[src/rtl/punt_pkg.sv]
// Shared types and defaults for the punted-cycle SPI data bridge.
package punt_pkg;
  typedef enum logic [1:0] {IDLE, LOAD, SHIFT, DONE} state_t;
  localparam int FRAME_BITS_DEF = 8;
  localparam int SPI_SYNC_DEF   = 2;
endpackage

[src/rtl/punt_spi_databridge_if.sv]
// CPU bus byte lane plus STM32 SPI pins for the data bridge.
interface punt_spi_databridge_if #(parameter int DW = punt_pkg::FRAME_BITS_DEF);
  logic          AS20, RW, CYCLE_ACTIVE;
  logic [DW-1:0] D_IN, D_OUT;
  logic          D_OE, DATA_VALID;
  logic          SPI_CK, SPI_MOSI, SPI_MISO;

  modport master (output AS20, RW, CYCLE_ACTIVE, D_IN, SPI_CK, SPI_MOSI,
                  input  D_OUT, D_OE, DATA_VALID, SPI_MISO);
  modport slave  (input  AS20, RW, CYCLE_ACTIVE, D_IN, SPI_CK, SPI_MOSI,
                  output D_OUT, D_OE, DATA_VALID, SPI_MISO);
endinterface

[src/rtl/spi_edge_sync.sv]
// Brings the asynchronous STM32 SCK/MOSI into the CPU clock domain and
// produces single-cycle SCK edge pulses.
module spi_edge_sync #(
  parameter int SYNC_STAGES = punt_pkg::SPI_SYNC_DEF
) (
  input  logic clk,
  input  logic rst,
  input  logic i_sck,
  input  logic i_mosi,
  output logic o_mosi_s,
  output logic o_sck_rise,
  output logic o_sck_fall
);
  logic [SYNC_STAGES-1:0] r_ck_sync, r_mosi_sync;
  logic                   r_ck_prev;

  always_ff @(posedge clk or posedge rst) begin
    if (rst) begin
      r_ck_sync   <= '0;
      r_mosi_sync <= '0;
      r_ck_prev   <= 1'b0;
    end else begin
      r_ck_sync   <= {r_ck_sync[SYNC_STAGES-2:0], i_sck};
      r_mosi_sync <= {r_mosi_sync[SYNC_STAGES-2:0], i_mosi};
      r_ck_prev   <= r_ck_sync[SYNC_STAGES-1];
    end
  end

  assign o_mosi_s   = r_mosi_sync[SYNC_STAGES-1];
  assign o_sck_rise =  r_ck_sync[SYNC_STAGES-1] & ~r_ck_prev;
  assign o_sck_fall = ~r_ck_sync[SYNC_STAGES-1] &  r_ck_prev;
endmodule

[src/rtl/punt_spi_databridge.sv]
// CPU-side SPI responder: moves one byte per punted 68020 cycle between
// D[31:24] and the STM32 (read: STM32 -> bus, write: bus -> STM32).
module punt_spi_databridge
  import punt_pkg::*;
#(
  parameter int SYNC_STAGES = SPI_SYNC_DEF,
  parameter int FRAME_BITS  = FRAME_BITS_DEF
) (
  input  logic                    CLKCPU_A,
  input  logic                    RST,
  punt_spi_databridge_if.slave    bus
);
  localparam int CW = $clog2(FRAME_BITS + 1);

  state_t                r_state, w_state_nxt;
  logic                  r_rw_q, r_data_valid;
  logic [FRAME_BITS-1:0] r_tx_sr, r_rx_sr, r_rd_q;
  logic [CW-1:0]         r_bit_cnt;
  logic                  w_mosi_s, w_sck_rise, w_sck_fall, w_last_bit;

  spi_edge_sync #(.SYNC_STAGES(SYNC_STAGES)) u_sync (
    .clk       (CLKCPU_A),
    .rst       (RST),
    .i_sck     (bus.SPI_CK),
    .i_mosi    (bus.SPI_MOSI),
    .o_mosi_s  (w_mosi_s),
    .o_sck_rise(w_sck_rise),
    .o_sck_fall(w_sck_fall)
  );

  assign w_last_bit = (r_bit_cnt == CW'(FRAME_BITS - 1));

  always_ff @(posedge CLKCPU_A or posedge RST) begin
    if (RST) r_state <= IDLE;
    else     r_state <= w_state_nxt;
  end

  // A released strobe aborts from any state, even on the final SCK edge.
  always_comb begin
    w_state_nxt = r_state;
    if (bus.AS20) w_state_nxt = IDLE;
    else begin
      case (r_state)
        IDLE:    if (bus.CYCLE_ACTIVE) w_state_nxt = LOAD;
        LOAD:    w_state_nxt = SHIFT;
        SHIFT:   if (w_sck_rise && w_last_bit) w_state_nxt = DONE;
        default: w_state_nxt = r_state;
      endcase
    end
  end

  always_ff @(posedge CLKCPU_A or posedge RST) begin
    if (RST) begin
      r_rw_q       <= 1'b0;
      r_data_valid <= 1'b0;
      r_tx_sr      <= '0;
      r_rx_sr      <= '0;
      r_rd_q       <= '0;
      r_bit_cnt    <= '0;
    end else if (bus.AS20) begin
      r_data_valid <= 1'b0;
      r_bit_cnt    <= '0;
      r_tx_sr      <= '0;
      r_rx_sr      <= '0;
    end else begin
      case (r_state)
        LOAD: begin
          r_rw_q    <= bus.RW;
          r_tx_sr   <= bus.RW ? '0 : bus.D_IN;
          r_rx_sr   <= '0;
          r_bit_cnt <= '0;
        end
        SHIFT: begin
          if (w_sck_rise) begin
            r_rx_sr <= {r_rx_sr[FRAME_BITS-2:0], w_mosi_s};
            if (r_bit_cnt != CW'(FRAME_BITS)) r_bit_cnt <= r_bit_cnt + CW'(1);
            if (w_last_bit) begin
              r_rd_q       <= {r_rx_sr[FRAME_BITS-2:0], w_mosi_s};
              r_data_valid <= 1'b1;
            end
          end
          // MSB is already on MISO before the first rise; shift only after it.
          if (w_sck_fall && r_bit_cnt != '0)
            r_tx_sr <= {r_tx_sr[FRAME_BITS-2:0], 1'b0};
        end
        default: ;
      endcase
    end
  end

  assign bus.SPI_MISO   = r_tx_sr[FRAME_BITS-1];
  assign bus.D_OUT      = r_rd_q;
  assign bus.DATA_VALID = r_data_valid;
  assign bus.D_OE       = (r_state == DONE) & r_rw_q & ~bus.AS20;
endmodule

[src/flat_wrapper.sv]
// flat-port wrapper written by rule: the top's interface ports become plain ports
module punt_spi_databridge_flat import punt_pkg::*;
#(
  parameter int SYNC_STAGES = SPI_SYNC_DEF,
  parameter int FRAME_BITS  = FRAME_BITS_DEF
)
  (CLKCPU_A, RST, bus_AS20, bus_RW, bus_CYCLE_ACTIVE, bus_D_IN, bus_SPI_CK, bus_SPI_MOSI, bus_D_OUT, bus_D_OE, bus_DATA_VALID, bus_SPI_MISO);
  punt_spi_databridge_if bus_i ();
  input  logic CLKCPU_A;
  input  logic RST;
  input wire logic [$bits(bus_i.AS20)-1:0] bus_AS20;
  input wire logic [$bits(bus_i.RW)-1:0] bus_RW;
  input wire logic [$bits(bus_i.CYCLE_ACTIVE)-1:0] bus_CYCLE_ACTIVE;
  input wire logic [$bits(bus_i.D_IN)-1:0] bus_D_IN;
  input wire logic [$bits(bus_i.SPI_CK)-1:0] bus_SPI_CK;
  input wire logic [$bits(bus_i.SPI_MOSI)-1:0] bus_SPI_MOSI;
  output wire logic [$bits(bus_i.D_OUT)-1:0] bus_D_OUT;
  output wire logic [$bits(bus_i.D_OE)-1:0] bus_D_OE;
  output wire logic [$bits(bus_i.DATA_VALID)-1:0] bus_DATA_VALID;
  output wire logic [$bits(bus_i.SPI_MISO)-1:0] bus_SPI_MISO;
  assign bus_i.AS20 = bus_AS20;
  assign bus_i.RW = bus_RW;
  assign bus_i.CYCLE_ACTIVE = bus_CYCLE_ACTIVE;
  assign bus_i.D_IN = bus_D_IN;
  assign bus_i.SPI_CK = bus_SPI_CK;
  assign bus_i.SPI_MOSI = bus_SPI_MOSI;
  assign bus_D_OUT = bus_i.D_OUT;
  assign bus_D_OE = bus_i.D_OE;
  assign bus_DATA_VALID = bus_i.DATA_VALID;
  assign bus_SPI_MISO = bus_i.SPI_MISO;
  punt_spi_databridge #(.SYNC_STAGES(SYNC_STAGES), .FRAME_BITS(FRAME_BITS)) u_core (.CLKCPU_A(CLKCPU_A), .RST(RST), .bus(bus_i));
endmodule
[config.mk]
export PLATFORM = sky130hd
export DESIGN_NAME = punt_spi_databridge_flat
export DESIGN_NICKNAME = d
export VERILOG_FILES = /design/src/rtl/punt_pkg.sv /design/src/rtl/punt_spi_databridge_if.sv /design/src/rtl/spi_edge_sync.sv /design/src/rtl/punt_spi_databridge.sv /design/src/flat_wrapper.sv
export SDC_FILE = /design/constraint.sdc
export NUM_CORES = 1
export LEC_CHECK = 0
export ABC_AREA = 1
export CAP_MARGIN = 15
export CORE_MARGIN = 1.5
export CORE_UTILIZATION = 50
export DETAILED_ROUTE_END_ITERATION = 16
export GPL_ROUTABILITY_DRIVEN = 0
export PLACE_DENSITY_LB_ADDON = 0.08
export SLEW_MARGIN = 20
export SYNTH_ARGS = -nofsm -noshare
export SYNTH_HDL_FRONTEND = slang
export SYNTH_SLANG_ARGS = --single-unit
[constraint.sdc]
create_clock -name CLKCPU_A -period 4.25 [get_ports CLKCPU_A]
set_clock_uncertainty 0.15 [all_clocks]
set_input_delay 0.6375 -clock CLKCPU_A [delete_from_list [all_inputs] [get_ports CLKCPU_A]]
set_output_delay 0.6375 -clock CLKCPU_A [all_outputs]
set_load 0.03 [all_outputs]
# Yosys cells after proc, flatten, opt, wreduce, memory -nomap -nowiden

Cells that the tools add are included.

Input port bits: 15
Output and inout bits: 11
Bits in writable memories: 0
Memories: 0
Bits in read-only memories: 0
Bits in registers: 36
Bits in latches: 0
Word-level logic and storage cells: 63

$mul: 0
Reductions and logical operators: 16
Muxes and demuxes: 19
Add/sub/neg operators: 1
Bitwise operators: 7
Div/mod/pow operators: 0
Shifts and indexed selects: 0
Magnitude comparators: 0
Equal/unequal tests: 10

Operators by type and width:

| operator            | number |
|---|---|
| $mux 8              | 3 |
| $pmux 8 s2          | 1 |
| $mux 7              | 2 |
| $pmux 7 s2          | 1 |
| $mux 4              | 3 |
| $ne 3x2->1 const B  | 4 |
| $reduce_and 3->1    | 3 |
| $pmux 4 s2          | 1 |
| $reduce_bool 4->1   | 2 |
| $mux 2              | 3 |
| $pmux 2 s3          | 1 |
| $reduce_and 2->1    | 3 |
| $reduce_bool 2->1   | 3 |
| $add 4x1->4 const B | 1 |
| $and 1x1->1         | 4 |
| $eq 2x2->1 const B  | 2 |
| $eq 4x3->1 const B  | 1 |
| $mux 1              | 4 |
| $ne 4x4->1 const B  | 1 |
| $reduce_and 4->1    | 1 |
| $ne 3x3->1 const B  | 1 |
| $not 1->1           | 3 |
| $reduce_bool 3->1   | 1 |
| $eq 2x1->1 const B  | 1 |
| 2 further kinds     | 3 |

# Logic depth before layout (Yosys ltp)

Depth after elaboration: 6
Gate-level depth with buffers: 10
Mapped depth without buffers: 10

# Modules after synthesis

Synthesis repeated with hierarchy kept, for this count alone.

Cell total of the unflattened synthesis: 207
Area, all modules: 1829.3 sq um

Modules (own cells, without submodules):

| module              | area an instance (sq um) | cells each | times used | seq. area each (sq um) |
|---|---|---|---|---|
| punt_spi_databridge | 1685.4                   | 197        | 1          | 775.7 |
| spi_edge_sync       | 143.9                    | 10         | 1          | 125.1 |

# Worst setup path before layout

Ideal clock, no wire load.

Kind: input-to-output
Start: input bus_AS20
End: output bus_D_OE
Setup slack: 2236 ps
Path buffers: 1
Arrival: 1227 ps
Data required time: 3462 ps
Stages on the path: 2
Cell sequence: buf_4 nor2_1

Word-level cells in the longest chain between the ends: 2

Ends and longest elaborated chain:

| element             | RTL line                  | source |
|---|---|---|
| start, declared     | flat_wrapper.sv:11        | `input wire logic [$bits(bus_i.AS20)-1:0] bus_AS20;` |
| $not 1->1 (no line) | -                         |  |
| $and 1x1->1         | punt_spi_databridge.sv:94 | `assign bus.D_OE = (r_state == DONE) & r_rw_q & ~bus.AS20;` |
| end, declared       | flat_wrapper.sv:18        | `output wire logic [$bits(bus_i.D_OE)-1:0] bus_D_OE;` |

No other way between the ends.

# Worst setup path in the final report

Same ends and word-level chain as after synthesis.

==> metrics.txt <==
# TYPE chip_impl_metric gauge
chip_impl_info{name="yosys-top-cells-count",value="nand2_1, dfrtp_1, inv_1"} 1
chip_impl_metric{name="avgViaCountPerCell",unit=""} 4.63
chip_impl_info{name="grt_setup_unrepaired",value="no"} 1
chip_impl_metric{name="area_post_placement",unit="sq um"} 2090
chip_impl_metric{name="cts_max_path_buffers",unit=""} 2
chip_impl_metric{name="cts.sink_count",unit=""} 36
chip_impl_metric{name="postSynthCellCount",unit=""} 217
chip_impl_metric{name="sequentialPowerShare",unit="%"} 44.6
chip_impl_metric{name="cts-hold-fix-buffers",unit=""} 0
chip_impl_metric{name="core",unit="sq um"} 3420
chip_impl_metric{name="start_util",unit="%"} 53.1
chip_impl_info{name="endpoint_kind_of_the_worst_setup_timing_path",value="output pin"} 1
chip_impl_info{name="root_buffer",value="clkbuf_4"} 1
chip_impl_metric{name="placed_cells_incl_taps",unit=""} 285
chip_impl_metric{name="yosys.area_share.xor_xnor",unit="%"} 0
chip_impl_metric{name="postRouteAntennaNets",unit=""} 0
chip_impl_metric{name="p_per_area",unit="nW/um^2"} 421
chip_impl_metric{name="final_design_area_no_fill",unit="sq um"} 2170
chip_impl_metric{name="final_cells",unit=""} 293
chip_impl_metric{name="depth_of_the_cts_h_tree",unit=""} 2
chip_impl_info{name="post-synth-top-count-cell",value="nand2_1"} 1
chip_impl_info{name="slowest_cp_cell",value="clkdlybuf4s50_1"} 1
chip_impl_info{name="worst-setup-path-type",value="input pin to output pin"} 1
chip_impl_metric{name="critical_path_arrival",unit="ps"} 2130
chip_impl_metric{name="via_count",unit=""} 1356
chip_impl_metric{name="num_antenna_cells",unit=""} 0
chip_impl_metric{name="grt_pass1_vias",unit=""} 1306
chip_impl_metric{name="detailedPlacementHpwl",unit="um"} 2160
chip_impl_metric{name="cp.buffers_inverters",unit=""} 2
chip_impl_metric{name="dieArea",unit="sq um"} 4000
chip_impl_metric{name="rrSetupSlack",unit="ps"} 2220
chip_impl_metric{name="port-buffer-count",unit=""} 25
chip_impl_info{name="worstHoldPathType",value="flop to flop"} 1
chip_impl_metric{name="ys.warnings.count",unit=""} 0
chip_impl_metric{name="syn_nets",unit=""} 238
chip_impl_metric{name="netlist-cell-type-count",unit=""} 20
chip_impl_info{name="timing.hold.worst_endpoint",value="u_core.u_sync.r_ck_sync[1]$_DFF_PP0_"} 1
chip_impl_metric{name="postRouteWirelength",unit="um"} 3060
chip_impl_metric{name="hold_viol",unit=""} 0
chip_impl_metric{name="postSynthAreaPerCell",unit="sq um"} 8.36
chip_impl_info{name="category_of_the_worst_setup_path_launch_point",value="input pin"} 1
chip_impl_metric{name="worst_hold_path.num_cells",unit=""} 0
chip_impl_metric{name="power.share.clock",unit="%"} 25.4
chip_impl_metric{name="final-setup-viol-count",unit=""} 0
chip_impl_metric{name="post_synth_and_or_nand_nor_area_fraction",unit="%"} 31.2
chip_impl_info{name="cp_common_cell",value="clkdlybuf4s50_1"} 1
chip_impl_info{name="main_combinational_cell_family_by_area_after_synthesis",value="simple AND/OR/NAND/NOR gates"} 1
chip_impl_metric{name="final_period_minus_worst_setup_slack",unit="ps"} 2920
chip_impl_metric{name="pin_count",unit=""} 26
chip_impl_metric{name="syn2layout_area_growth",unit="%"} 19.5
chip_impl_metric{name="max_slew.worst_pin.slew",unit="ps"} 668
chip_impl_metric{name="global_route.overflow_total",unit=""} 0
chip_impl_info{name="yosys_most_used_dff",value="dfrtp_1"} 1
chip_impl_metric{name="tns",unit="ps"} 0
chip_impl_metric{name="drv_cap",unit=""} 0
chip_impl_metric{name="crit_path_required_time",unit="ps"} 3460
chip_impl_metric{name="layout_cells_sized_above_1",unit="%"} 11.3
chip_impl_metric{name="placement.setup.worst_slack",unit="ps"} 1330
chip_impl_metric{name="insertion_delay",unit="ps"} 320
chip_impl_info{name="result_of_the_run",value="completed"} 1
chip_impl_metric{name="floorplan.rows",unit=""} 21
chip_impl_metric{name="synth.cell_area",unit="sq um"} 1810
chip_impl_metric{name="cts.repair_timing.setup_buffer_count",unit=""} 0
chip_impl_metric{name="crit_path_max_incr_delay",unit="ps"} 680
chip_impl_metric{name="synth-seq-area-share",unit="%"} 49.7
chip_impl_metric{name="timing.final.max_slew_violations",unit=""} 0
chip_impl_metric{name="drt_pass1_iterations",unit=""} 4
chip_impl_info{name="worstHoldStart",value="u_core.u_sync.r_ck_sync[0]$_DFF_PP0_"} 1
chip_impl_info{name="path_cells",value="clkdlybuf4s50_1, nor2_1, clkdlybuf4s50_1"} 1
chip_impl_metric{name="finalCritPeriodShare",unit="%"} 68.7
chip_impl_metric{name="postSynth.asyncResetShare",unit="%"} 100
chip_impl_metric{name="grt_max_degree",unit=""} 20
chip_impl_metric{name="synth.top_cell.area_share",unit="%"} 49.7
chip_impl_metric{name="die_h",unit="um"} 63.2
chip_impl_metric{name="dieWidth",unit="um"} 63.2
chip_impl_metric{name="post_drt_wl_per_cell",unit="um"} 10.5
chip_impl_metric{name="path_max_fanout",unit=""} 8
chip_impl_info{name="synth_top_area_cell",value="dfrtp_1"} 1
chip_impl_metric{name="clk_transition_reported_paths",unit="ps"} 110
chip_impl_metric{name="synth-edff-count",unit=""} 0
chip_impl_metric{name="final_net_count",unit=""} 267
chip_impl_metric{name="reg2regPathDepth",unit=""} 9
chip_impl_metric{name="max-slew-margin-rel",unit="%"} 55.4
chip_impl_metric{name="drt_drc_violations_left",unit=""} 0
chip_impl_metric{name="grt_antenna_before_repair",unit=""} 0
chip_impl_metric{name="total_switching_power",unit="W"} 0.000321
chip_impl_metric{name="share_comb_of_total_power",unit="%"} 30.0
chip_impl_metric{name="area_fraction_in_compound_gates_after_synthesis",unit="%"} 7.59
chip_impl_metric{name="post_cts_resize_count",unit=""} 0
chip_impl_metric{name="wire_length_of_the_first_global_routing_pass",unit="um"} 5590
chip_impl_info{name="tritoncts",value="done"} 1
chip_impl_metric{name="power_report.internal_total",unit="W"} 0.000592
chip_impl_metric{name="setup_ws",unit="ps"} 1330
chip_impl_info{name="critical_path.top_delay_family",value="buffers and inverters"} 1
chip_impl_metric{name="power_leakage",unit="nW"} 1.09
chip_impl_metric{name="swShare",unit="%"} 35.1
chip_impl_metric{name="ys_seq_elements",unit=""} 36
chip_impl_metric{name="synth.area.mux_share",unit="%"} 0
chip_impl_metric{name="drtIter0Drc",unit=""} 58
chip_impl_metric{name="cts-buffers-inserted",unit=""} 5
chip_impl_metric{name="grt_usage",unit="%"} 17.7
chip_impl_info{name="critical_path.reg2reg.endpoint",value="u_core.r_bit_cnt[3]$_DFFE_PP0P_"} 1
chip_impl_metric{name="peakVddDrop",unit="mV"} 0.199
chip_impl_metric{name="synth-adder-area-share",unit="%"} 4.14
chip_impl_metric{name="fmax",unit="MHz"} 342
chip_impl_info{name="leading_cell_types_by_total_area_after_synthesis",value="dfrtp_1, nand2_1, nand3_1, o21ai_2, inv_1"} 1
chip_impl_info{name="worstReg2RegStart",value="u_core.r_state[0]$_DFFE_PP0P_"} 1
how the worst max path moves through the flow:
stage	startpoint	to	slack, ps	cells past startpoint
after detailed placement	bus_AS20	bus_D_OE	1330	3
after CTS	bus_AS20	bus_D_OE	1320	3
after global routing	bus_AS20	bus_D_OE	1290	3
after global placement	bus_AS20	bus_D_OE	1340	3
after floorplan	bus_AS20	bus_D_OE	2240	2
final	bus_AS20	bus_D_OE	1330	3
cell type report:
type / instances / area, sq um
well taps: 46 / 57.6
fillers: 311 / 1250
flip-flops and latches: 36 / 901
clock inverters: 2 / 35.0
clock buffers: 6 / 41.3
inverters: 26 / 97.6
multi-input cells: 151 / 778
repair buffers: 26 / 258
power groups by stage:
| stage | clock network, W | logic [W] | registers [W] |
|---|---|---|---|
| floorplan | 0 | 0.000219 | 0.000413 |
| global placement | 0 | 0.000274 | 0.000414 |
| detailed placement | 0 | 0.000275 | 0.000415 |
| CTS | 0.000240 | 0.000278 | 0.000408 |
| global route | 0.000258 | 0.000314 | 0.000413 |
| finish | 0.000232 | 0.000274 | 0.000408 |
worst register-to-register path, delay by kind of cell, from the launching register on:
kind / cells / cell delay [ps]
adders and majority gates: 1 / 300
and+or+nand+nor: 6 / 860
DFF: 1 / 430
buffers and inverters: 2 / 190
stage by stage:
| step | util, % | hold WS, ps | total power (W) |
|---|---|---|---|
| 3_3_place_gp | 61.2 | 185 | 0.000688 |
| 5_1_grt | 63.5 | 231 | 0.000986 |
| 6_report | 63.5 | 220 | 0.000914 |
| 3_5_place_dp | 61.2 | 194 | 0.000690 |
| 4_1_cts | 63.5 | 220 | 0.000925 |
| 2_1_floorplan | - | 181 | 0.000633 |
per-layer routing:
metal | vias to the layer above | global-route usage (%) | part of all wire [%]
met2 | 21 | 28.1 | 46
met3 | 2 | 5.00 | 2.6
li1 | 731 | - | -
met5 | - | 0 | 0
met1 | 602 | 23.4 | 50
met4 | 0 | 6.25 | 0.56
cells in the final DEF, fill, tap and decap left out, drive strengths merged:
cell type	count
nand2	88
dfrtp	36
clkdlybuf4s50	25
inv	25
nand3	21
o21ai	16
nor2	15
ha	6
clkbuf	6
a21oi	2
clkinv	2
nand4	1
and3	1
a31oi	1
bufinv	1
buf	1
flip-flops by register name, indices dropped and copies added (netlist names):
signal,flops
u_core.u_sync.r_mosi_sync,2
u_core.r_bit_cnt,4
u_core.r_rx_sr,7
u_core.bus.D_OUT,8
u_core.bus.DATA_VALID,1
u_core.u_sync.r_ck_sync,2
u_core.r_rw_q,1
u_core.r_tx_sr,8
u_core.u_sync.r_ck_prev,1
u_core.r_state,2
cells by family (layout without fill, tap and decap cells):
logic type | after synthesis | after routing
compound gates | 19 | 19
flops | 36 | 36
simple gates | 126 | 126
fa+ha+maj | 6 | 6
buf+inv | 30 | 60
(Power assumes the default switching activity.)
